**config.mk**
```make
export PLATFORM = sky130hd
export DESIGN_NAME = branch_select_unit_flat
export DESIGN_NICKNAME = d
export VERILOG_FILES = /design/src/rtl/branch_select_unit_if.sv /design/src/rtl/branch_select_unit.sv /design/src/flat_wrapper.sv
export SDC_FILE = /design/constraint.sdc
export NUM_CORES = 1
export LEC_CHECK = 0
export BUFFER_PORTS_ARGS = -buffer_cell sky130_fd_sc_hd__buf_4
export CAP_MARGIN = 25
export CORE_AREA = 5 5 42 44
export CTS_BUF_LIST = sky130_fd_sc_hd__clkbuf_16
export DETAILED_ROUTE_END_ITERATION = 16
export DIE_AREA = 0 0 47 49
export PLACE_DENSITY = 0.32
export SLEW_MARGIN = 5
export SYNTH_ARGS = -nofsm -noshare
export SYNTH_HDL_FRONTEND = slang
export SYNTH_SLANG_ARGS = --single-unit
```
**constraint.sdc**
```tcl
create_clock -name clk -period 0.8 [get_ports clk]
set_input_delay 0.08 -clock clk [delete_from_list [all_inputs] [get_ports clk]]
set_output_delay 0.08 -clock clk [all_outputs]
set_load 0.005 [all_outputs]
```
**src/rtl/branch_select_unit_if.sv**
```systemverilog
// Purpose: flag/control bundle between the control unit and the next-PC
//          source selector, plus the resulting PC-mux select.
// Signals:
//   Carry    - ALU carry flag
//   BCD      - ALU BCD-adjust/condition flag
//   BrFlag   - branch enable from the control unit
//   PCUpdate - 3-bit PC-update class code
//   PCSel    - 2-bit PC mux select (00 seq, 01 branch, 10 reg/jump, 11 hold)
//   Taken    - 1 when PCSel is non-sequential
// Modports: master = control/datapath side, slave = branch_select_unit.
interface branch_select_unit_if;
  localparam int unsigned CODE_W = 3;
  localparam int unsigned SEL_W  = 2;

  logic              Carry;
  logic              BCD;
  logic              BrFlag;
  logic [CODE_W-1:0] PCUpdate;
  logic [SEL_W-1:0]  PCSel;
  logic              Taken;

  modport master (
    output Carry,
    output BCD,
    output BrFlag,
    output PCUpdate,
    input  PCSel,
    input  Taken
  );

  modport slave (
    input  Carry,
    input  BCD,
    input  BrFlag,
    input  PCUpdate,
    output PCSel,
    output Taken
  );
endinterface

```
**src/rtl/branch_select_unit.sv**
```systemverilog
// Purpose: next-PC source selector for the KGP-RISC datapath. Decodes the
//          PC-update class code with the branch enable and ALU flags into the
//          PC mux select.
// Ports:
//   clk   - system clock, rising edge
//   rst_n - asynchronous active-low reset (unused when REGISTERED = 0)
//   bus   - slave side of branch_select_unit_if (flags in, PCSel/Taken out)
// Parameters:
//   REGISTERED - 1: PCSel/Taken registered, 1-cycle latency
//                0: PCSel/Taken driven straight from the decode
module branch_select_unit #(
  parameter bit REGISTERED = 1'b1
) (
  input  logic                     clk,
  input  logic                     rst_n,
  branch_select_unit_if.slave      bus
);

  localparam int unsigned CODE_W = 3;
  localparam int unsigned SEL_W  = 2;

  localparam logic [CODE_W-1:0] CODE_SEQ   = 3'b000;
  localparam logic [CODE_W-1:0] CODE_BR    = 3'b001;
  localparam logic [CODE_W-1:0] CODE_BRC   = 3'b010;
  localparam logic [CODE_W-1:0] CODE_JREG  = 3'b011;
  localparam logic [CODE_W-1:0] CODE_HOLD  = 3'b100;

  localparam logic [SEL_W-1:0] SEL_SEQ    = 2'b00;
  localparam logic [SEL_W-1:0] SEL_BRANCH = 2'b01;
  localparam logic [SEL_W-1:0] SEL_JUMP   = 2'b10;
  localparam logic [SEL_W-1:0] SEL_HOLD   = 2'b11;

  logic [SEL_W-1:0] sel_next_c;
  logic             taken_next_c;
  logic             bcd_unused_c;

  // BCD participates in no current PC-update code; kept on the bus for
  // future conditional-branch encodings.
  assign bcd_unused_c = bus.BCD;

  // Next-PC source decode; reserved or unknown codes fall to sequential.
  always_comb begin
    sel_next_c = SEL_SEQ;
    case (bus.PCUpdate)
      CODE_SEQ:  sel_next_c = SEL_SEQ;
      CODE_BR:   sel_next_c = bus.BrFlag ? SEL_BRANCH : SEL_SEQ;
      CODE_BRC:  sel_next_c = (bus.BrFlag && bus.Carry) ? SEL_BRANCH : SEL_SEQ;
      CODE_JREG: sel_next_c = bus.BrFlag ? SEL_JUMP : SEL_SEQ;
      CODE_HOLD: sel_next_c = SEL_HOLD;
      default:   sel_next_c = SEL_SEQ;
    endcase
  end

  assign taken_next_c = (sel_next_c != SEL_SEQ);

  generate
    if (REGISTERED) begin : g_reg
      logic [SEL_W-1:0] pc_sel_q;
      logic             taken_q;

      // Output registers; reset clears them asynchronously and discards
      // whatever decode was pending.
      always_ff @(posedge clk or negedge rst_n) begin
        if (!rst_n) begin
          pc_sel_q <= SEL_SEQ;
          taken_q  <= 1'b0;
        end else begin
          pc_sel_q <= sel_next_c;
          taken_q  <= taken_next_c;
        end
      end

      assign bus.PCSel = pc_sel_q;
      assign bus.Taken = taken_q;
    end else begin : g_comb
      assign bus.PCSel = sel_next_c;
      assign bus.Taken = taken_next_c;
    end
  endgenerate

endmodule

```
**src/flat_wrapper.sv**
```systemverilog
// flat-port wrapper written by rule: the top's interface ports become plain ports
module branch_select_unit_flat 
#(
  parameter bit REGISTERED = 1'b1
)
  (clk, rst_n, bus_Carry, bus_BCD, bus_BrFlag, bus_PCUpdate, bus_PCSel, bus_Taken);
  branch_select_unit_if bus_i ();
  input  logic clk;
  input  logic rst_n;
  input wire logic [$bits(bus_i.Carry)-1:0] bus_Carry;
  input wire logic [$bits(bus_i.BCD)-1:0] bus_BCD;
  input wire logic [$bits(bus_i.BrFlag)-1:0] bus_BrFlag;
  input wire logic [$bits(bus_i.PCUpdate)-1:0] bus_PCUpdate;
  output wire logic [$bits(bus_i.PCSel)-1:0] bus_PCSel;
  output wire logic [$bits(bus_i.Taken)-1:0] bus_Taken;
  assign bus_i.Carry = bus_Carry;
  assign bus_i.BCD = bus_BCD;
  assign bus_i.BrFlag = bus_BrFlag;
  assign bus_i.PCUpdate = bus_PCUpdate;
  assign bus_PCSel = bus_i.PCSel;
  assign bus_Taken = bus_i.Taken;
  branch_select_unit #(.REGISTERED(REGISTERED)) u_core (.clk(clk), .rst_n(rst_n), .bus(bus_i));
endmodule
```
==> metrics.md <==
| Metric | Value |
|---|---|
| Comb power frac | 7.1% |
| Synth warn | 0 |
| Grt ovf | 0 |
| Flop pwr share | 16.3% |
| TritonCTS clock tree | yes |
| Area of the multi-input gates | 56.3 sq um |
| Global-route wire length before repair | 655 microns |
| Period minus WS final | 790 ps |
| Top cells by area, synth | dfrtp_1, mux2_2, nand2_1 |
| Port-buffer cells | 9 |
| Share of the synthesized area in the top cell type | 57.1% |
| Clock Sinks | 3 |
| Hold Crit Class | input pin to flop |
| DRT Pass-1 Iters | 4 |
| Setup repair bufs after CTS | 0 |
| Post-synth top area cell | dfrtp_1 |
| Crit-path cells | buf_4 |
| RSZ-0062 raised after global routing | false |
| Crit path required time | 720 ps |
| Final net count | 36 |
| Clock slew at reported path FFs | 30 ps |
| Placeable Area | 1400 sq um |
| Slowest cell delay on critical path | 360 ps |
| CTS root buffer | clkbuf_16 |
| Maximum vdd drop | 790 uV |
| Area grow syn2layout | 134% |
| Ports | 11 |
| Largest net degree at the start of global routing | 6 |
| Layout cells sized above 1 | 51.9% |
| Period utilisation layout | 98.8% |
| Gp weighted congestion | 0.664 |
| Layout fillers | 166 |
| Crit path buffers/inverters | 1 |
| Overall track demand over capacity in global routing | 4.73% |
| Crit Path Category | flop to output port |
| Rows | 14 |
| Crit path arrival time | 710 ps |
| Post-Syn Area | 131 sq um |
| Switch share | 16.3% |
| Status | finished, final reports clean |
| Synthesis-stage register bit count | 3 |
| Synthesized Nets | 21 |
| ANT cells | 0 |
| CP Max Fanout | 1 |
| Post-Route WL | 375 microns |
| CTS max path bufs | 2 |
| Net Sw Power | 166 uW |
| Remaining DRCs | 0 |
| Top cell family by delay on the critical path | flip-flops |
| Rel. slew slack | 91.2% |
| Initial Utilization | 9.38% |
| Setup crit start kind | flop |
| Synthesized instance count | 13 |
| DR vias | 134 |
| DR iter-0 viols | 1 |
| TNS Setup | 0 ps |
| Cell variety after synth | 8 |
| Slew Limit Fails | 0 |
| Maxcap violations | 0 |
| Slowest cell on the critical path | dfrtp_1 |
| Initial antenna violation count | 0 |
| Die area | 2300 sq um |
| Cts bufs inserted | 3 |
| Vias in the first global route | 172 |
| Via-to-Cell Ratio | 3.12 |
| Post-synthesis sequential area ratio | 57.1% |
| Worst slew pin tran | 130 ps |
| Syn Area/Cell | 10.1 sq um |
| Post-CTS sizing | 0 |
| Pint | 852 uW |
| Highest clock rate | 1.27 GHz |
| Hold buffers post-CTS | 1 |
| Endpoints failing hold | 0 |
| Leak pwr | 0.000151 uW |
| H-tree lvl count | 1 |
| Clock power share | 76.6% |
| Crit path capture type | output port |
| ANT nets after route | 0 |
| Chip height | 49 microns |
| Final setup viols | 0 |
| Post-layout util | 22.0% |
| Reg area | 75.1 sq um |
| Routed WL per cell | 8.72 microns |
| Die width | 47 microns |
| P per Cell Area | 3310 nW/um^2 |
[cell families after synthesis]
logic type	count (synthesis)	share of synthesized area, %
flops	3	57.1
mux	1	8.57
compound gates	4	18.1
simple gates	5	16.2
[cell usage after synthesis]
master and number:
nand2_1 3, nand2b_1 1, a21oi_1 1, nor2_1 1
dfrtp_1 3, o21ai_0 2, o21ai_2 1, mux2_2 1
[sequential cells by signal, indices dropped and copies added, names as in the netlist]
name,cells
u_core.bus.Taken,1
u_core.bus.PCSel,2
[routing by layer]
layer | wire length [microns] | GRT usage [%] | up-vias
met5 | 0 | 0 | -
met4 | 0 | 5.53 | 0
met3 | 67 | 4.80 | 0
met2 | 137 | 4.52 | 10
met1 | 169 | 4.87 | 52
li1 | - | - | 72
[cell usage in the layout (no fill, tap or decap)]
cell	netlist	final
buf_4	0	9
nand2_1	3	3
clkbuf_16	0	3
dfrtp_1	3	3
o21ai_0	2	2
nand2b_1	1	1
mux2_2	1	1
nor2_1	1	1
o21ai_2	1	1
a21oi_1	1	1
inv_1	0	1
dlygate4sd3_1	0	1
[final timing paths]
check / start / to / slack (ps) / cells past startpoint
worst max-delay path: u_core.bus.Taken / bus_Taken / 10 / 1
worst min-delay path: bus_PCUpdate[2] / u_core.bus.PCSel[0] / 120 / 3
max in group asynchronous: rst_n / u_core.bus.PCSel[1] / 520 / 2
min in group asynchronous: rst_n / u_core.bus.Taken / 190 / 2
[cell type report]
cell class | count | share of cell area (%)
Clock buffer | 3 | 24.4
Clock inverter | 1 | 1.22
Timing Repair Buffer | 10 | 25.2
Tap cell | 16 | 6.50
Multi-Input combinational cell | 10 | 18.3
Sequential cell | 3 | 24.4
[per-stage QoR]
stage                     power (uW)  instances  setup WS, ps  hold WS, ps  area, sq um
after floorplan                  188         13           240         -216          131
after global placement           234         38           112         -132          219
after detailed placement         236         38          98.7         -130          219
after CTS                       1040         43          7.13          116          308
after global routing            1060         43          1.21          135          308
final                           1020         43          9.93          117          308
[power by group through the flow]
stage          Combinational, uW  Sequential, uW  Clock, uW
6_report                    72.2             166        780
5_1_grt                     81.3             166        811
4_1_cts                     73.3             166        801
3_5_place_dp                69.0             167          0
3_3_place_gp                66.7             167          0
2_1_floorplan               19.1             169          0
No activity file was read; power rests on OpenSTA's default activity.
